<file path="config.mk">
export PLATFORM = sky130hd
export DESIGN_NAME = nn_layer_sequencer
export DESIGN_NICKNAME = d
export VERILOG_FILES = /design/src/rtl/nn_layer_sequencer.sv
export SDC_FILE = /design/constraint.sdc
export NUM_CORES = 1
export LEC_CHECK = 0
export CAP_MARGIN = 20
export CORE_MARGIN = 2
export CORE_UTILIZATION = 35
export CTS_CLUSTER_SIZE = 24
export DETAILED_ROUTE_END_ITERATION = 10
export PLACE_DENSITY = 0.63
export SLEW_MARGIN = 20
export SYNTH_ARGS = -nofsm -noshare
export SYNTH_HDL_FRONTEND = slang
export SYNTH_SLANG_ARGS = --single-unit
</file>
<file path="constraint.sdc">
create_clock -name i_clk -period 2.2 [get_ports i_clk]
set_input_delay 0.44 -clock i_clk [delete_from_list [all_inputs] [get_ports i_clk]]
set_output_delay 0.44 -clock i_clk [all_outputs]
set_load 0.005 [all_outputs]
</file>
<file path="src/rtl/nn_layer_sequencer.sv">
// Timing scheduler for the shared ANN forward-pass datapath: hidden MAC, hidden
// activation, output MAC, output activation and optional output-weight update.
module nn_layer_sequencer #(
    parameter int N_IN  = 30,
    parameter int N_HID = 5,
    parameter int IDX_W = 5
) (
    input  logic             i_clk,
    input  logic             i_rst_n,
    input  logic             i_start,
    input  logic             i_training,
    input  logic             i_hold,
    output logic             o_busy,
    output logic             o_layer,
    output logic [IDX_W-1:0] o_idx,
    output logic             o_rd_en,
    output logic             o_mac_clr,
    output logic             o_mac_en,
    output logic             o_af_load_hid,
    output logic             o_af_load_out,
    output logic             o_upd_en,
    output logic             o_done
);

    localparam logic [IDX_W-1:0] LAST_IN  = IDX_W'(N_IN - 1);
    localparam logic [IDX_W-1:0] LAST_HID = IDX_W'(N_HID - 1);

    typedef enum logic [3:0] {
        S_IDLE,
        S_HCLR,
        S_HMAC,
        S_HDRAIN,
        S_HACT,
        S_OCLR,
        S_OMAC,
        S_ODRAIN,
        S_OACT,
        S_UPD,
        S_DONE
    } state_t;

    state_t           r_state;
    logic [IDX_W-1:0] r_idx;
    logic             r_train;
    logic             r_busy;
    logic             r_layer;
    logic             r_rd_en;
    logic             r_mac_clr;
    logic             r_mac_en;
    logic             r_af_hid;
    logic             r_af_out;
    logic             r_upd_en;
    logic             r_done;

    // Each transition loads the strobes of the state being entered, so every
    // output is a register; hold freezes everything, including the mac_en pipe.
    always_ff @(posedge i_clk or negedge i_rst_n) begin
        if (!i_rst_n) begin
            r_state   <= S_IDLE;
            r_idx     <= '0;
            r_train   <= 1'b0;
            r_busy    <= 1'b0;
            r_layer   <= 1'b0;
            r_rd_en   <= 1'b0;
            r_mac_clr <= 1'b0;
            r_mac_en  <= 1'b0;
            r_af_hid  <= 1'b0;
            r_af_out  <= 1'b0;
            r_upd_en  <= 1'b0;
            r_done    <= 1'b0;
        end else if (!i_hold) begin
            r_mac_en  <= r_rd_en;
            r_rd_en   <= 1'b0;
            r_mac_clr <= 1'b0;
            r_af_hid  <= 1'b0;
            r_af_out  <= 1'b0;
            r_upd_en  <= 1'b0;
            r_done    <= 1'b0;
            case (r_state)
                S_IDLE: begin
                    if (i_start) begin
                        r_train   <= i_training;
                        r_state   <= S_HCLR;
                        r_busy    <= 1'b1;
                        r_layer   <= 1'b0;
                        r_idx     <= '0;
                        r_mac_clr <= 1'b1;
                    end
                end
                S_HCLR: begin
                    r_state <= S_HMAC;
                    r_idx   <= '0;
                    r_rd_en <= 1'b1;
                end
                S_HMAC: begin
                    if (r_idx == LAST_IN) begin
                        r_state <= S_HDRAIN;
                        r_idx   <= '0;
                    end else begin
                        r_idx   <= r_idx + 1'b1;
                        r_rd_en <= 1'b1;
                    end
                end
                S_HDRAIN: begin
                    r_state  <= S_HACT;
                    r_af_hid <= 1'b1;
                end
                S_HACT: begin
                    r_state   <= S_OCLR;
                    r_layer   <= 1'b1;
                    r_mac_clr <= 1'b1;
                end
                S_OCLR: begin
                    r_state <= S_OMAC;
                    r_idx   <= '0;
                    r_rd_en <= 1'b1;
                end
                S_OMAC: begin
                    if (r_idx == LAST_HID) begin
                        r_state <= S_ODRAIN;
                        r_idx   <= '0;
                    end else begin
                        r_idx   <= r_idx + 1'b1;
                        r_rd_en <= 1'b1;
                    end
                end
                S_ODRAIN: begin
                    r_state  <= S_OACT;
                    r_af_out <= 1'b1;
                end
                S_OACT: begin
                    r_idx <= '0;
                    if (r_train) begin
                        r_state  <= S_UPD;
                        r_upd_en <= 1'b1;
                    end else begin
                        r_state <= S_DONE;
                        r_done  <= 1'b1;
                    end
                end
                S_UPD: begin
                    if (r_idx == LAST_HID) begin
                        r_state <= S_DONE;
                        r_idx   <= '0;
                        r_done  <= 1'b1;
                    end else begin
                        r_idx    <= r_idx + 1'b1;
                        r_upd_en <= 1'b1;
                    end
                end
                S_DONE: begin
                    r_state <= S_IDLE;
                    r_busy  <= 1'b0;
                    r_layer <= 1'b0;
                end
                default: begin
                    r_state <= S_IDLE;
                    r_busy  <= 1'b0;
                    r_layer <= 1'b0;
                    r_idx   <= '0;
                end
            endcase
        end
    end

    // Strobes are masked while stalled so the datapath sees no side effects;
    // the frozen registers replay them once hold drops.
    assign o_busy        = r_busy;
    assign o_layer       = r_layer;
    assign o_idx         = r_idx;
    assign o_rd_en       = r_rd_en   & ~i_hold;
    assign o_mac_clr     = r_mac_clr & ~i_hold;
    assign o_mac_en      = r_mac_en  & ~i_hold;
    assign o_af_load_hid = r_af_hid  & ~i_hold;
    assign o_af_load_out = r_af_out  & ~i_hold;
    assign o_upd_en      = r_upd_en  & ~i_hold;
    assign o_done        = r_done    & ~i_hold;

endmodule

</file>
* After elaboration in Yosys (flattened, before gate mapping) *
Cells that the tools add are included.
Widths: inputs -> output; s select.

storage, ports and cells
  register bits after elaboration = 19
  latch bits = 0
  RAM bits = 0
  memory bits (read-only) = 0
  input bits = 5
  output and inout port bits = 14
  logic and storage cells = 77
  memories kept = 0

operators by class
  add/sub/neg operators = 1
  $mul = 0
  divide/modulo/power cells = 0
  order comparisons = 0
  equality and inequality tests = 16
  shifts and indexed selects = 0
  muxes and demuxes = 26
  bitwise gates (word level) = 11
  reductions and logical operators = 11

operator list
  cell                 number
  $pmux 4 s10          1
  $pmux 5 s4           1
  $eq 4x3->1 const B   4
  $mux 4               4
  $mux 5               3
  $eq 4x4->1 const B   3
  $reduce_and 3->1     4
  $mux 1               10
  $reduce_or 9->1      1
  $eq 4x2->1 const B   2
  $ne 2x2->1 const B   4
  $pmux 1 s2           4
  $reduce_or 8->1      1
  $and 1x1->1          7
  $pmux 1 s3           2
  $add 5x1->5 const B  1
  $eq 5x3->1 const B   1
  $eq 5x5->1 const B   1
  $reduce_and 5->1     1
  $eq 4x1->1 const B   1
  $logic_not 4->1      1
  $not 1->1            4
  $reduce_or 2->1      2
  $reduce_or 4->1      1
  $mux 2               1

* Depth between registers and ports, before layout *
Gate-level depths: netlist of the first run.

  depth after elaboration = 4
  gate-level depth with buffers = 7
  mapped depth without buffers = 7

* Worst setup path after synthesis of the first run *
No wires, ideal clock.

  kind = reg-to-reg
  from = register r_idx[0], in the netlist o_idx[0]
  to = register r_state[0]
  arrival = 1,729 ps
  required time = 2,075 ps
  setup slack = 346 ps
  stages on the path, launching flop included = 8
  buffers on the path = 0
  period minus slack after synthesis = 1,854 ps
  path through = dfrtp_1 > inv_1 > ha_1 > nand4bb_1 > mux2_4 > a31o_1 > nor2_1 > mux2_2

on the way
  cells in the longest elaborated chain, start to end = 3
  elaborated cells between the ends (all ways) = 6
  those cells by class = 5 x eq/ne; 1 x reduce/logical

RTL lines
  what                                      RTL line      source
  start, declared                           43            logic [IDX_W-1:0] r_idx;
  start signal, assigned                    100           r_idx <= r_idx + 1'b1;
  start signal, assigned                    123           r_idx <= r_idx + 1'b1;
  start signal, assigned                    147           r_idx <= r_idx + 1'b1;
  $eq 5x3->1 or $eq 5x5->1 (tied branches)  119, 142, 96
  $ne 2x2->1 (no line)                      n/a
  $reduce_and 5->1 (no line) (*)            n/a
  end signal, assigned                      120           r_state <= S_ODRAIN;
  end signal, assigned                      128           r_state <= S_OACT;
  end signal, assigned                      143           r_state <= S_DONE;
  end, declared                             42            state_t r_state;

Mark *: on every way between the ends. The rest lies on a longest branch, timed or not.
A chain may end at the register's enable or synchronous reset.

* Worst setup path after layout of the first run *
Ends and elaborated chain as after synthesis.

==> reports/metrics.cfg, run 1 <==
[cells_and_area]
drive_above_1_share_pct=12.8
fin_area_mm2=0.00138
syn_to_final_growth_pct=24.1
num_antenna_cells=0
post-route-util_pct=45.6
fill_cells=300
final_nets=150
stdcell_count=185

[yosys]
synth_common_cells=dfrtp_1 (19), nand2_1 (12), o21ai_0 (11)
synth_cell_type_count=36
synth_warnings=0
ys_seq_area_share_pct=42.7
synth_top_cell_by_area=dfrtp_1
yosys-top-cells-area=dfrtp_1 (43%), o21ai_0 (4.9%), nor2b_1 (4.5%), nand2_1 (4.0%), ha_1 (3.4%)
ys_ff_latch=19
yosysTopAreaCellShare_pct=42.7
synth-main-ff-cell=dfrtp_1
yosysMostFrequentCell=dfrtp_1
synthCells=120
avgSynthCellArea_um2=9.27
synth_fp_nets=128
synth_area_mm2=0.00111
synth_enable_flop_cells=0
async_reset_ff_share_pct=100

[floorplan]
dieWidth_um=60.4
die_height_um=60.4
rows=20
ios=19
start_util_pct=36.7
fp.dieArea_mm2=0.00365
design.core.area_mm2=0.00303

[cts]
cts_setup_buffers=0
cts_root_buf=clkbuf_4
cts.sinks=19
htreeDepth=1
cts_max_path_buffers=2
clkTransAtPathRegs_ns=0.11
cts_hold_buf=0
cts_tree=built
post_cts_resized=0
cts_buffers=3
clock_latency_ns=0.31

[timing]
finalSetupViolCount=0
worstMarginPinSlew_ns=0.441
max_freq_mhz=488
finalCritPeriodShare_pct=93.1
worst_clock_skew_ns=0.00304
slew_violations=0
slew-limit-headroom_pct=70.6
rsz0062_at_grt=false
post-route-min-period_ns=2.05
tns_ns=0
hold_viol=0

[detailed_routing]
detail-route-antenna-nets=0
drc=0
wl_per_cell_um=12.4
via_per_inst=5.17
drtPass1Iterations=4
via_count=956
routed_wl_um=2300
dr.first_iter.drc_count=44

[setup_path]
start_kind=flip-flop
path_class=reg2reg
crit_required_ns=2.41
path_max_fanout=5
cp-end-kind=flip-flop
cp.arrival_ns=2.26

[placement]
dp_cells=181
placed_area_mm2=0.00135
io_buffers=18
dp_hpwl_um=1690
gp_congestion=0.789

[pwr]
finalPower_mw=1.50
cellLeakagePower_nw=0.603
ir_drop_mv=0.516
power_per_cell_area_mw_per_mm2=1090

[run_status]
run_status=finished clean

[global_routing]
grt_start_max_net_pins=20
grt_pass1_wl_um=4040
grt-ovfl-total=0
grt.total_usage_pct=14.8
grt_pass1_vias=899
global_route.usage.met3_pct=5.12
use_met1_pct=20.9
gr-max-usage-layer=met2
antenna_found_initial=0
use_met2_pct=22.0

[job]
cap_violations=0

[min_path]
hold_path_class=in2async

-- cell type report --
cell class / count / area, um^2 / share of cell area [%]
multi-input cells: 88 / 567 / 41.1
well taps: 44 / 55.1 / 3.99
flip-flops and latches: 19 / 477 / 34.5
clock buffers: 3 / 22.5 / 1.63
repair buffers: 25 / 235 / 17.0
inverters: 5 / 18.8 / 1.36
clock inverters: 1 / 5.00 / 0.363
-- registers in the layout (all words and copies together), names as in the netlist --
register	flops
r_mac_en	1
r_state	4
r_rd_en	1
r_mac_clr	1
r_upd_en	1
o_idx	5
r_af_hid	1
r_train	1
r_done	1
r_af_out	1
o_layer	1
o_busy	1
-- layout by cell type, fill, tap and decap left out, types with 3 or more instances in the layout --
cell type and instances:
a21oi_1 5, buf_4 7, clkbuf_4 3, clkdlybuf4s50_1 17, dfrtp_1 18, ha_1 3
inv_1 5, mux2_2 3, nand2_1 12, nor2_1 9, nor2b_1 8, nor3_1 3
o21ai_0 11, o31ai_1 5
-- power by group --
group | switching [mW] | internal, mW | total (mW)
Sequential | 0.182 | 0.467 | 0.649
Combinational | 0.305 | 0.363 | 0.667
Clock | 0.117 | 0.0681 | 0.186
-- critical path, stage by stage, from the launching register on --
cell and delay [ns]:
dfrtp_2 0.46, inv_1 0.09, ha_1 0.15, nand4bb_1 0.17
mux2_4 0.32, a31o_1 0.28, nor2_1 0.14, mux2_2 0.34
-- logic make-up (layout without fill, tap and decap cells) --
group | after synthesis | count (layout) | synth area share, %
buffers and inverters | 13 | 34 | 6.30
and+or+nand+nor | 43 | 43 | 19.7
adders and majority gates | 3 | 3 | 3.37
DFF | 19 | 19 | 42.7
AOI/OAI and AO/OA | 36 | 36 | 21.7
muxes | 6 | 6 | 6.19
-- final timing paths --
| kind | end | slack (ns) | from | cells past startpoint |
|---|---|---|---|---|
| worst max-delay path | r_state[0] | 0.15 | o_idx[0] | 7 |
| worst min-delay path | r_mac_clr | 0.44 | i_rst_n | 2 |
| worst max register to register | r_state[0] | 0.15 | o_idx[0] | 7 |
| worst min register to register | r_mac_en | 0.49 | r_mac_en | 1 |
| max in group asynchronous | o_idx[0] | 1.54 | i_rst_n | 2 |
| min in group i_clk | r_mac_en | 0.49 | r_mac_en | 1 |
-- stage by stage --
step	setup slack, ns	hold slack (ns)
after floorplan	0.346	0.144
after global placement	0.0388	0.460
after detailed placement	0.00186	0.466
after CTS	0.00196	0.446
after global routing	0.00580	0.453
final	0.151	0.442
-- routing by layer --
layer	routed length [um]	part of all wire (%)	up-vias
met5	0	0	-
met4	11	0.48	0
met3	121	5.3	2
met2	1010	44	19
met1	1150	50	462
li1	-	-	473
(Power assumes the default switching activity.)
==> inputs of run 2 (changes only) <==
--- a/config.mk
+++ b/config.mk
@@ -5,9 +5,9 @@
 export SDC_FILE = /design/constraint.sdc
 export NUM_CORES = 1
 export LEC_CHECK = 0
-export CAP_MARGIN = 20
 export CORE_MARGIN = 2
 export CORE_UTILIZATION = 35
+export CTS_BUF_LIST = sky130_fd_sc_hd__clkbuf_2
 export CTS_CLUSTER_SIZE = 24
 export DETAILED_ROUTE_END_ITERATION = 10
 export PLACE_DENSITY = 0.63
==> run 2 against run 1 <==
Against the previous run: non-clock buffer count rose by 1; sequential share of layout area unchanged; first-iteration DRC count grew 43%; clock skew down 0.0022 ns; clock-buffer cell count unchanged; maximum frequency is 0.22% higher; sequential power is 0.6% lower; routed wire length grew 0.96%; sequential cell count did not move; critical path type unchanged; setup slack gained 0.0046 ns; core utilization unchanged; critical path depth unchanged; highest routed layer unchanged.
==> reports/metrics.cfg, run 2 (synthesis results as in run 1) <==
[cts]
htreeDepth=1  ; unchanged
cts_root_buf=clkbuf_2
cts.sinks=19  ; unchanged
cts_tree=built
cts_buffers=3  ; unchanged
cts_max_path_buffers=2  ; unchanged
clkTransAtPathRegs_ns=0.18  ; +0.07 ns
clock_latency_ns=0.32  ; about the same

[setup_path]
cp_cell_sequence=inv_1, ha_1, nand4bb_1, mux2_4, a31o_1, nor2_1, mux2_2
crit_slowest_cell=dfrtp_2
critPathBufInv=1  ; unchanged
cp.arrival_ns=2.28  ; +0.02 ns
r2r-start=o_idx[0]
cpLargestDelayFamily=multiplexers
startpoint=o_idx[0]
cp-end-kind=flip-flop
cp_slowest_stage_delay_ns=0.47  ; about the same
crit_required_ns=2.44  ; +0.03 ns
start_kind=flip-flop
path_class=reg2reg
path_max_fanout=5  ; unchanged

[run_status]
run_status=finished clean

[global_routing]
grt_pass1_wl_um=4020  ; -0.35%
grt_start_max_net_pins=20  ; unchanged
grt_pass1_vias=899  ; unchanged
antenna_found_initial=0  ; unchanged
grt-ovfl-total=0  ; unchanged
grt.total_usage_pct=14.6  ; -0.13 points

[timing]
max_freq_mhz=489  ; +0.22%
worst_clock_skew_ns=0.000837  ; -0.00220 ns
setup_ws_ns=0.155  ; +0.00456 ns
tns_ns=0  ; unchanged
hold_viol=0  ; unchanged
finalSetupViolCount=0  ; unchanged
finalCritPeriodShare_pct=92.9  ; -0.21 points
post-route-min-period_ns=2.04  ; -0.00456 ns
slew_violations=0  ; unchanged
slew-limit-headroom_pct=71.6  ; +0.98 points
rsz0062_at_grt=false
worstMarginPinSlew_ns=0.426  ; -0.0146 ns

[pwr]
cellLeakagePower_nw=0.607  ; +0.64%
power_per_cell_area_mw_per_mm2=1070  ; -1.5%
ir_drop_mv=0.487  ; -5.6%

[detailed_routing]
wl_per_cell_um=12.5  ; +0.41%
drc=0  ; unchanged
via_count=957  ; +0.10%
dr.first_iter.drc_count=63  ; +43%
drtPass1Iterations=4  ; unchanged
detail-route-antenna-nets=0  ; unchanged
via_per_inst=5.15  ; -0.43%
routed_wl_um=2320  ; +0.96%

[placement]
io_buffers=18  ; unchanged
dp_hpwl_um=1690  ; unchanged
gp_congestion=0.789  ; unchanged
post-place-ws_ns=0.00186  ; unchanged

[floorplan]
rows=20  ; unchanged
dieWidth_um=60.4  ; unchanged
die_height_um=60.4  ; unchanged
ios=19  ; unchanged
start_util_pct=36.7  ; unchanged
design.core.area_mm2=0.00303  ; unchanged
fp.dieArea_mm2=0.00365  ; unchanged

[cells_and_area]
largest_register_ff_count=5  ; unchanged
final_common_cell=dfrtp_1
drive_above_1_share_pct=13.4  ; +0.61 points
final_nets=151  ; +0.67%
num_antenna_cells=0  ; unchanged
syn_to_final_growth_pct=24.1  ; unchanged
layout_common_cells=dfrtp_1 (18), clkdlybuf4s50_1 (17), nand2_1 (12)

[min_path]
hold_path_class=in2async

[job]
cap_violations=0  ; unchanged

[run 2: routing by layer]
layer / share of wire (%) / wire (um) / global-route usage, % / up-vias
met5: 0 / 0 / 0 / -
met4: 0.73 / 17 / 2.86 / 0
met3: 4.8 / 112 / 4.48 / 4
met2: 44 / 1020 / 22.0 / 23
met1: 50 / 1170 / 20.9 / 455
li1: - / - / - / 475
[run 2: power breakdown]
part	leakage, nW	total [mW]	switching, mW	internal (mW)
logic	0.348	0.679	0.309	0.370
clock network	0.0164	0.156	0.115	0.0412
registers	0.243	0.645	0.179	0.466
[run 2: timing repair]
item / 4_1_cts / 5_1_grt
endpoints found under the setup margin: 0 / 4
hold buffers: 0 / 0
gates resized for setup: 0 / 2
setup buffers: 0 / 1
[run 2: final timing paths]
path                               to  slack [ns]  cells after the start
min                         r_mac_clr        0.41                      2
min reg2reg                  r_mac_en        0.50                      1
max in group asynchronous    o_idx[0]        1.58                      2
max reg2reg                r_state[0]        0.16                      7
min in group i_clk           r_mac_en        0.50                      1
max                        r_state[0]        0.16                      7
[run 2: layout make-up]
class | instances | area, um^2
clock buffers | 3 | 15.0
flip-flops and latches | 19 | 477
clock inverters | 1 | 5.00
inverters | 5 | 18.8
repair buffers | 26 | 243
fillers | 300 | 1650
well taps | 44 | 55.1
multi-input cells | 88 | 567
[run 2: worst register-to-register path, cell delays in order, from the launching register on]
cell and delay, ns:
dfrtp_2 0.47, inv_1 0.09, ha_1 0.15, nand4bb_1 0.17, mux2_4 0.32, a31o_1 0.28
nor2_1 0.14, mux2_2 0.34
[run 2: per-stage QoR]
step,utilization [%],cell area (um^2),instances,total power [mW],hold slack (ns)
after CTS,45.2,1370,185,1.48,0.405
after detailed placement,44.5,1350,181,1.33,0.466
after global routing,45.6,1380,186,1.63,0.401
after floorplan,-,1110,120,1.09,0.144
after global placement,44.5,1350,181,1.31,0.460
final,45.6,1380,186,1.48,0.412
==> inputs of run 3 (changes only) <==
--- a/config.mk
+++ b/config.mk
@@ -7,7 +7,6 @@
 export LEC_CHECK = 0
 export CORE_MARGIN = 2
 export CORE_UTILIZATION = 35
-export CTS_BUF_LIST = sky130_fd_sc_hd__clkbuf_2
 export CTS_CLUSTER_SIZE = 24
 export DETAILED_ROUTE_END_ITERATION = 10
 export PLACE_DENSITY = 0.63
==> results of run 3 <==
Same layout as run 1: the final DEF is identical, and so are final timing and power.
